[config.mk]
export PLATFORM = sky130hd
export DESIGN_NAME = muldiv_sequencer
export DESIGN_NICKNAME = d
export VERILOG_FILES = /design/src/rtl/riscv_pkg.sv /design/src/rtl/muldiv_step.sv /design/src/rtl/muldiv_sequencer.sv
export SDC_FILE = /design/constraint.sdc
export NUM_CORES = 1
export LEC_CHECK = 0
export CELL_PAD_IN_SITES_DETAIL_PLACEMENT = 1
export CELL_PAD_IN_SITES_GLOBAL_PLACEMENT = 2
export CORE_MARGIN = 1.5
export CORE_UTILIZATION = 33
export DETAILED_ROUTE_END_ITERATION = 8
export PLACE_DENSITY_LB_ADDON = 0.1
export SKIP_CTS_REPAIR_TIMING = 1
export SLEW_MARGIN = 20
export SYNTH_ARGS = -nofsm -noshare
export SYNTH_HDL_FRONTEND = slang
export SYNTH_HIERARCHICAL = 1
export SYNTH_SLANG_ARGS = --single-unit
[constraint.sdc]
create_clock -name clk -period 5.3 [get_ports clk]
set_clock_uncertainty 0.2 [all_clocks]
set_input_delay 1.06 -clock clk [delete_from_list [all_inputs] [get_ports clk]]
set_output_delay 1.06 -clock clk [all_outputs]
set_load 0.01 [all_outputs]
[src/rtl/riscv_pkg.sv]
// rtl/riscv_pkg.sv - shared ALU codes, M-extension widths and sequencer state type
package riscv_pkg;

    localparam int MD_WIDTH = 32;

    localparam logic [3:0] ALU_MUL = 4'b0011;
    localparam logic [3:0] ALU_DIV = 4'b0100;

    typedef enum logic [1:0] {
        MD_IDLE = 2'd0,
        MD_MUL  = 2'd1,
        MD_DIV  = 2'd2,
        MD_DONE = 2'd3
    } md_state_t;

endpackage

[src/rtl/muldiv_step.sv]
// rtl/muldiv_step.sv - one radix-2 iteration of shift-add multiply or restoring divide
module muldiv_step #(
    parameter int WIDTH = 32
) (
    input  logic             op_div_i,
    input  logic [WIDTH:0]   hi_i,
    input  logic [WIDTH-1:0] lo_i,
    input  logic [WIDTH-1:0] opnd_i,
    output logic [WIDTH:0]   hi_o,
    output logic [WIDTH-1:0] lo_o
);

    logic [WIDTH:0] sum;
    logic [WIDTH:0] rem_sh;
    logic [WIDTH:0] diff;

    // MUL: {acc, mplier} conditionally add multiplicand then shift right.
    // DIV: {rem, quo} shift left, trial subtract, restore when negative.
    always_comb begin
        sum    = hi_i + (lo_i[0] ? {1'b0, opnd_i} : '0);
        rem_sh = {hi_i[WIDTH-1:0], lo_i[WIDTH-1]};
        diff   = rem_sh - {1'b0, opnd_i};
        if (op_div_i) begin
            if (diff[WIDTH]) begin
                hi_o = rem_sh;
                lo_o = {lo_i[WIDTH-2:0], 1'b0};
            end else begin
                hi_o = diff;
                lo_o = {lo_i[WIDTH-2:0], 1'b1};
            end
        end else begin
            hi_o = {1'b0, sum[WIDTH:1]};
            lo_o = {sum[0], lo_i[WIDTH-1:1]};
        end
    end

endmodule

[src/rtl/muldiv_sequencer.sv]
// rtl/muldiv_sequencer.sv - multi-cycle MUL/DIV controller stalling the EX stage
module muldiv_sequencer
    import riscv_pkg::*;
#(
    parameter int WIDTH = MD_WIDTH,
    parameter int CNT_W = 6
) (
    input  logic             clk,
    input  logic             rst_n,
    input  logic             start_i,
    input  logic [3:0]       alu_ctrl_i,
    input  logic [WIDTH-1:0] op_a_i,
    input  logic [WIDTH-1:0] op_b_i,
    input  logic [4:0]       rd_i,
    input  logic             flush_i,
    output logic             stall_o,
    output logic             busy_o,
    output logic             done_o,
    output logic [WIDTH-1:0] result_o,
    output logic [4:0]       rd_o
);

    localparam logic [WIDTH-1:0] INT_MIN = {1'b1, {(WIDTH-1){1'b0}}};

    md_state_t        state_q, state_d;
    logic [CNT_W-1:0] cnt_q, cnt_d;
    logic [WIDTH:0]   hi_q, hi_d;
    logic [WIDTH-1:0] lo_q, lo_d;
    logic [WIDTH-1:0] opnd_q, opnd_d;
    logic             neg_q, neg_d;
    logic [4:0]       rd_q, rd_d;
    logic [WIDTH-1:0] res_q, res_d;
    logic [4:0]       rdo_q, rdo_d;

    logic             is_md;
    logic             accept;
    logic [WIDTH-1:0] abs_a;
    logic [WIDTH-1:0] abs_b;
    logic [WIDTH:0]   step_hi;
    logic [WIDTH-1:0] step_lo;

    assign is_md = (alu_ctrl_i == ALU_MUL) || (alu_ctrl_i == ALU_DIV);
    assign abs_a = op_a_i[WIDTH-1] ? -op_a_i : op_a_i;
    assign abs_b = op_b_i[WIDTH-1] ? -op_b_i : op_b_i;

    muldiv_step #(.WIDTH(WIDTH)) u_step (
        .op_div_i (state_q == MD_DIV),
        .hi_i     (hi_q),
        .lo_i     (lo_q),
        .opnd_i   (opnd_q),
        .hi_o     (step_hi),
        .lo_o     (step_lo)
    );

    // Next-state, datapath updates and stall; flush beats accept and iteration.
    always_comb begin
        state_d = state_q;
        cnt_d   = cnt_q;
        hi_d    = hi_q;
        lo_d    = lo_q;
        opnd_d  = opnd_q;
        neg_d   = neg_q;
        rd_d    = rd_q;
        res_d   = res_q;
        rdo_d   = rdo_q;
        accept  = 1'b0;
        stall_o = 1'b0;
        case (state_q)
            MD_IDLE: begin
                accept  = start_i & is_md & ~flush_i;
                stall_o = accept;
                if (accept) begin
                    rd_d  = rd_i;
                    cnt_d = CNT_W'(WIDTH - 1);
                    hi_d  = '0;
                    if (alu_ctrl_i == ALU_MUL) begin
                        lo_d    = op_b_i;
                        opnd_d  = op_a_i;
                        neg_d   = 1'b0;
                        state_d = MD_MUL;
                    end else if (op_b_i == '0) begin
                        res_d   = '1;
                        rdo_d   = rd_i;
                        state_d = MD_DONE;
                    end else if (op_a_i == INT_MIN && op_b_i == '1) begin
                        res_d   = INT_MIN;
                        rdo_d   = rd_i;
                        state_d = MD_DONE;
                    end else begin
                        lo_d    = abs_a;
                        opnd_d  = abs_b;
                        neg_d   = op_a_i[WIDTH-1] ^ op_b_i[WIDTH-1];
                        state_d = MD_DIV;
                    end
                end
            end
            MD_MUL, MD_DIV: begin
                if (flush_i) begin
                    state_d = MD_IDLE;
                end else begin
                    stall_o = 1'b1;
                    hi_d    = step_hi;
                    lo_d    = step_lo;
                    cnt_d   = cnt_q - 1'b1;
                    if (cnt_q == '0) begin
                        cnt_d   = '0;
                        state_d = MD_DONE;
                        rdo_d   = rd_q;
                        res_d   = (state_q == MD_DIV && neg_q) ? -step_lo : step_lo;
                    end
                end
            end
            MD_DONE: state_d = MD_IDLE;
            default: state_d = MD_IDLE;
        endcase
    end

    // State and datapath registers; reset discards any partial result.
    always_ff @(posedge clk or negedge rst_n) begin
        if (!rst_n) begin
            state_q <= MD_IDLE;
            cnt_q   <= '0;
            hi_q    <= '0;
            lo_q    <= '0;
            opnd_q  <= '0;
            neg_q   <= 1'b0;
            rd_q    <= '0;
            res_q   <= '0;
            rdo_q   <= '0;
        end else begin
            state_q <= state_d;
            cnt_q   <= cnt_d;
            hi_q    <= hi_d;
            lo_q    <= lo_d;
            opnd_q  <= opnd_d;
            neg_q   <= neg_d;
            rd_q    <= rd_d;
            res_q   <= res_d;
            rdo_q   <= rdo_d;
        end
    end

    assign busy_o   = (state_q != MD_IDLE);
    assign done_o   = (state_q == MD_DONE);
    assign result_o = res_q;
    assign rd_o     = rdo_q;

endmodule

==> flow_results.org <==
** Route
- Routed via count :: 13309
- For this run, design rule violations remaining after detail routing come to 0.
- Via count normalized by instance count :: 5.64
- Met2 WL post-DR :: 25.7 mm
- Wire length on met1 :: 24.7 mm
- Total met3 wirelength after detailed routing :: 1.27 mm
- Highest metal layer used by the detailed router :: met5
- Number of DRC markers after the initial detailed-route iteration :: 738
- Number of iterations in the first detailed-routing pass :: 5
- Post-detailed-route wirelength per cell :: 22.4 µm
- The detail route stage leaves a number of antenna-violating nets equal to 0.
- Detailed Route WL :: 52.8 mm

** Synth
- Most common flop cell mapped by yosys :: sky130_fd_sc_hd__dfrtp_1
- For this run, asynchronously set or reset flops after synthesis account for 1.00.
- Yosys printed 6 warnings.
- Summing every instance area after synthesis gives 14200 µm².
- #FFs+latches synth :: 148
- For this run, the register share of the synthesized area comes to 0.261.
- Dividing the synthesized area by the synthesized cell count gives 8.43 µm².
- Number of different library cells in the post-synthesis netlist :: 89
- Count of flip-flops with a built-in enable after synthesis :: 0
- After technology mapping, the gate count stands at 1682.
- The number of nets in the synthesized netlist is 1835.

** Critical path
- The worst setup path is launched from a flop.
- Worst-path maximum fanout :: 4
- Among the stages of the critical path, the cell type that occurs most often is sky130_fd_sc_hd__ha_1.
- By startpoint and endpoint, the worst setup path is classified as flop to flop.
- Crit path capture type :: flop
- Traced cell by cell, the critical path runs through inv_1 -> ha_1 -> fa_2 -> nor2b_1 -> o211ai_1 -> a211oi_2 -> a211oi_4 -> nor2_2 -> o211ai_1 -> nand2b_1 -> nand3_1 -> nand2_1 -> ha_1 -> nand2_2 -> o21ai_1 -> inv_1 -> ha_1 -> or4b_4 -> nor4b_4 -> buf_2 -> a21oi_1 -> xnor2_1 -> a21oi_1 -> mux2_2.
- Together, buffers and inverters on the worst path number 3.
- Req. time, crit path :: 5440 ps
- Gate family responsible for the most delay along the worst path :: simple AND/OR/NAND/NOR gates
- At the worst endpoint, the arrival time is 5190 ps.
- Cell with the largest stage delay on the worst path :: sky130_fd_sc_hd__or4b_4
- In this design, the stage delay of the slowest critical-path cell is 490 ps.

** CTS
- TritonCTS built the clock tree.
- Buffers inserted during clock tree synthesis total 17.
- CTS clock-pin slew for the worst setup and hold paths :: 60 ps
- Library cell used as clock root buffer :: sky130_fd_sc_hd__clkbuf_16
- In this run the deepest clock path goes through 2 buffers.
- Worst skew pair latency :: 460 ps
- The H-tree was split into 4 levels.
- Clock tree synthesis found a total of 148 sinks.

** Global route
- Wire length of the first global-routing pass :: 83.4 mm
- Global routing finished with a remaining overflow of 0.
- GRT Total Usage :: 0.242
- The number of antenna violations at the first check in global routing was 2.
- Vias in the first global route :: 14241
- Largest net degree at the start of global routing :: 96

** STA
- Setup violations remaining at the end of the flow were counted as 0.
- At the pin with the least slew margin, the transition time is 1020 ps.
- The worst pin sits at a relative slew slack of 0.321.
- Hold is met by 295 ps.
- Summed over all failing endpoints, the final setup total negative slack is 0 ps.
- Of the available clock period, the critical path in the final layout requires 0.952.
- The count of pins over their slew limit came to 0.
- Final critical-path required period :: 5050 ps
- Achievable clock frequency :: 198 MHz
- The count of endpoints failing hold in the final timing report is 0.

** Worst hold path
- Type of the most critical hold path :: flop to flop

** Run status
- The flow ran to the end, and the final reports show no timing, DRC or antenna violations.

** Place
- Placed instance count :: 2325
- DP Wirelength :: 39.7 mm
- Instance area after placement :: 16400 µm²
- Routability-driven placement finished with a final weighted congestion of 0.860.
- Number of I/O port buffers :: 116

** Cells and area
- From synthesis to final layout, the design area changed by 20.3%.
- Total area of sequential cells :: 3700 µm²
- At the end of the flow the core is filled with cells to 0.404.
- FILL cells :: 4963
- The final layout contains 1961 nets.
- The library cell used most frequently in the layout, excluding fill and tap cells, is sky130_fd_sc_hd__dfrtp_1.
- Summing all multi-input logic gate instances after layout gives 9890 µm².
- Final design instance area without fill :: 17100 µm²
- Leaving out fill and tap cells, the most frequent cells in the layout are sky130_fd_sc_hd__dfrtp_1, sky130_fd_sc_hd__a21oi_1, sky130_fd_sc_hd__nand2_1.
- Fraction of layout cells with a size suffix above 1 :: 0.155
- Post-layout instance count excluding filler cells :: 2360

** Die
- Effective utilization at floorplan :: 0.336
- The floorplan step defined a die boundary enclosing 44200 µm².
- Height of the die :: 210 µm
- 117 I/O pins were placed.
- The floorplan step set the die width to 210 µm.
- Core box area :: 42200 µm²
- FP Rows :: 75

** Power
- Cell area power density :: 694 nW/µm²
- P_leak :: 7.23 nW
- Maximum vdd drop :: 0.379 mV

** Flow run
- Across the run, the number of max-cap violations was 0.
==> cell families (layout without fill, tap and decap cells) <==
kind of cell | Yosys count | in the layout | synth area share
other | 0 | 1 | 0
DFF | 148 | 148 | 0.261
buffers and inverters | 170 | 308 | 0.0485
adders and majority gates | 76 | 76 | 0.0681
and+or+nand+nor | 521 | 521 | 0.192
xor gates and xnor gates | 119 | 119 | 0.0735
muxes | 169 | 169 | 0.137
AOI/OAI and AO/OA | 479 | 479 | 0.220
==> metrics by stage <==
step                power, mW  setup WS [ps]
floorplan                7.71           95.9
global placement         10.2          -59.2
detailed placement       10.4           -112
CTS                      11.9           -190
global route             12.8         -0.877
finish                   11.8            252
==> Yosys cell counts, types with 8 or more instances <==
cell / instances / area, µm²
sky130_fd_sc_hd__dfrtp_1: 148 / 3700
sky130_fd_sc_hd__a21oi_1: 143 / 716
sky130_fd_sc_hd__nand2_1: 131 / 492
sky130_fd_sc_hd__o21ai_0: 111 / 556
sky130_fd_sc_hd__nor2_1: 99 / 372
sky130_fd_sc_hd__mux2_2: 93 / 1050
sky130_fd_sc_hd__clkbuf_1: 79 / 297
sky130_fd_sc_hd__ha_1: 74 / 926
sky130_fd_sc_hd__inv_1: 69 / 259
sky130_fd_sc_hd__xor2_1: 62 / 543
sky130_fd_sc_hd__xnor2_1: 57 / 499
sky130_fd_sc_hd__mux2i_1: 45 / 450
sky130_fd_sc_hd__and2_1: 38 / 238
sky130_fd_sc_hd__nor3_1: 37 / 185
sky130_fd_sc_hd__a22o_1: 34 / 298
sky130_fd_sc_hd__or3_1: 30 / 188
sky130_fd_sc_hd__nand4_1: 29 / 181
sky130_fd_sc_hd__nand3_1: 28 / 140
sky130_fd_sc_hd__a21o_1: 26 / 195
sky130_fd_sc_hd__mux2_4: 25 / 375
sky130_fd_sc_hd__and3_1: 23 / 144
sky130_fd_sc_hd__o31ai_1: 22 / 165
sky130_fd_sc_hd__a31oi_1: 20 / 125
sky130_fd_sc_hd__nor4_1: 20 / 125
sky130_fd_sc_hd__or4_1: 20 / 150
sky130_fd_sc_hd__nand2b_1: 18 / 113
sky130_fd_sc_hd__o221ai_1: 16 / 140
sky130_fd_sc_hd__o41ai_1: 15 / 131
sky130_fd_sc_hd__o211ai_1: 12 / 90.1
sky130_fd_sc_hd__a211oi_1: 11 / 82.6
sky130_fd_sc_hd__buf_1: 11 / 41.3
sky130_fd_sc_hd__nor2b_1: 11 / 68.8
sky130_fd_sc_hd__or2_2: 10 / 62.6
sky130_fd_sc_hd__o21bai_1: 9 / 67.6
sky130_fd_sc_hd__o21a_1: 8 / 60.1
==> power by group <==
part / internal [mW] / total, mW / leakage [nW] / switching, mW
sequential: 1.66 / 2.08 / 1.87 / 0.424
combinational: 3.71 / 8.38 / 5.04 / 4.67
clock: 0.867 / 1.39 / 0.319 / 0.521
==> worst paths after layout <==
check / slack, ps / from / to / cells past startpoint
setup / recovery: 250 / lo_q[31] / result_o[18] / 24
hold / removal: 290 / result_o[25] / result_o[25] / 1
setup reg to reg: 250 / lo_q[31] / result_o[18] / 24
hold reg to reg: 290 / result_o[25] / result_o[25] / 1
max in group asynchronous: 3480 / rst_n / opnd_q[23] / 2
min in group asynchronous: 520 / rst_n / rd_o[0] / 1
==> sequential cells by signal (all words and copies together) (netlist names) <==
name      flops
rd_q          5
result_o     32
hi_q         33
cnt_q         6
rd_o          5
opnd_q       32
neg_q         1
lo_q         32
state_q       2
==> worst reg2reg max path, cell delays in order (launching register included) <==
cell                       delay [ps]
sky130_fd_sc_hd__dfrtp_1          340
sky130_fd_sc_hd__inv_1             70
sky130_fd_sc_hd__ha_1             230
sky130_fd_sc_hd__fa_2             360
sky130_fd_sc_hd__nor2b_1          160
sky130_fd_sc_hd__o211ai_1         140
sky130_fd_sc_hd__a211oi_2         370
sky130_fd_sc_hd__a211oi_4         130
sky130_fd_sc_hd__nor2_2           120
sky130_fd_sc_hd__o211ai_1         110
sky130_fd_sc_hd__nand2b_1         110
sky130_fd_sc_hd__nand3_1           80
sky130_fd_sc_hd__nand2_1           80
sky130_fd_sc_hd__ha_1             250
sky130_fd_sc_hd__nand2_2          120
sky130_fd_sc_hd__o21ai_1          110
sky130_fd_sc_hd__inv_1             90
sky130_fd_sc_hd__ha_1             160
sky130_fd_sc_hd__or4b_4           490
sky130_fd_sc_hd__nor4b_4          330
sky130_fd_sc_hd__buf_2            230
sky130_fd_sc_hd__a21oi_1          100
sky130_fd_sc_hd__xnor2_1          180
sky130_fd_sc_hd__a21oi_1           80
sky130_fd_sc_hd__mux2_2           300
==> layout make-up <==
cell class	count	area share
flip-flops and latches	148	0.217
inverters	69	0.0152
well taps	539	0.0395
multi-input cells	1364	0.579
repair buffers	208	0.111
clock buffers	21	0.0276
diodes	1	0.000147
clock inverters	10	0.0104
==> metal layers <==
| layer | vias to the layer above | GRT usage |
|---|---|---|
| met2 | 190 | 0.417 |
| met5 | - | 0 |
| li1 | 6440 | - |
| met3 | 57 | 0.0273 |
| met4 | 2 | 0.0722 |
| met1 | 6620 | 0.319 |
(Power assumes the default switching activity.)
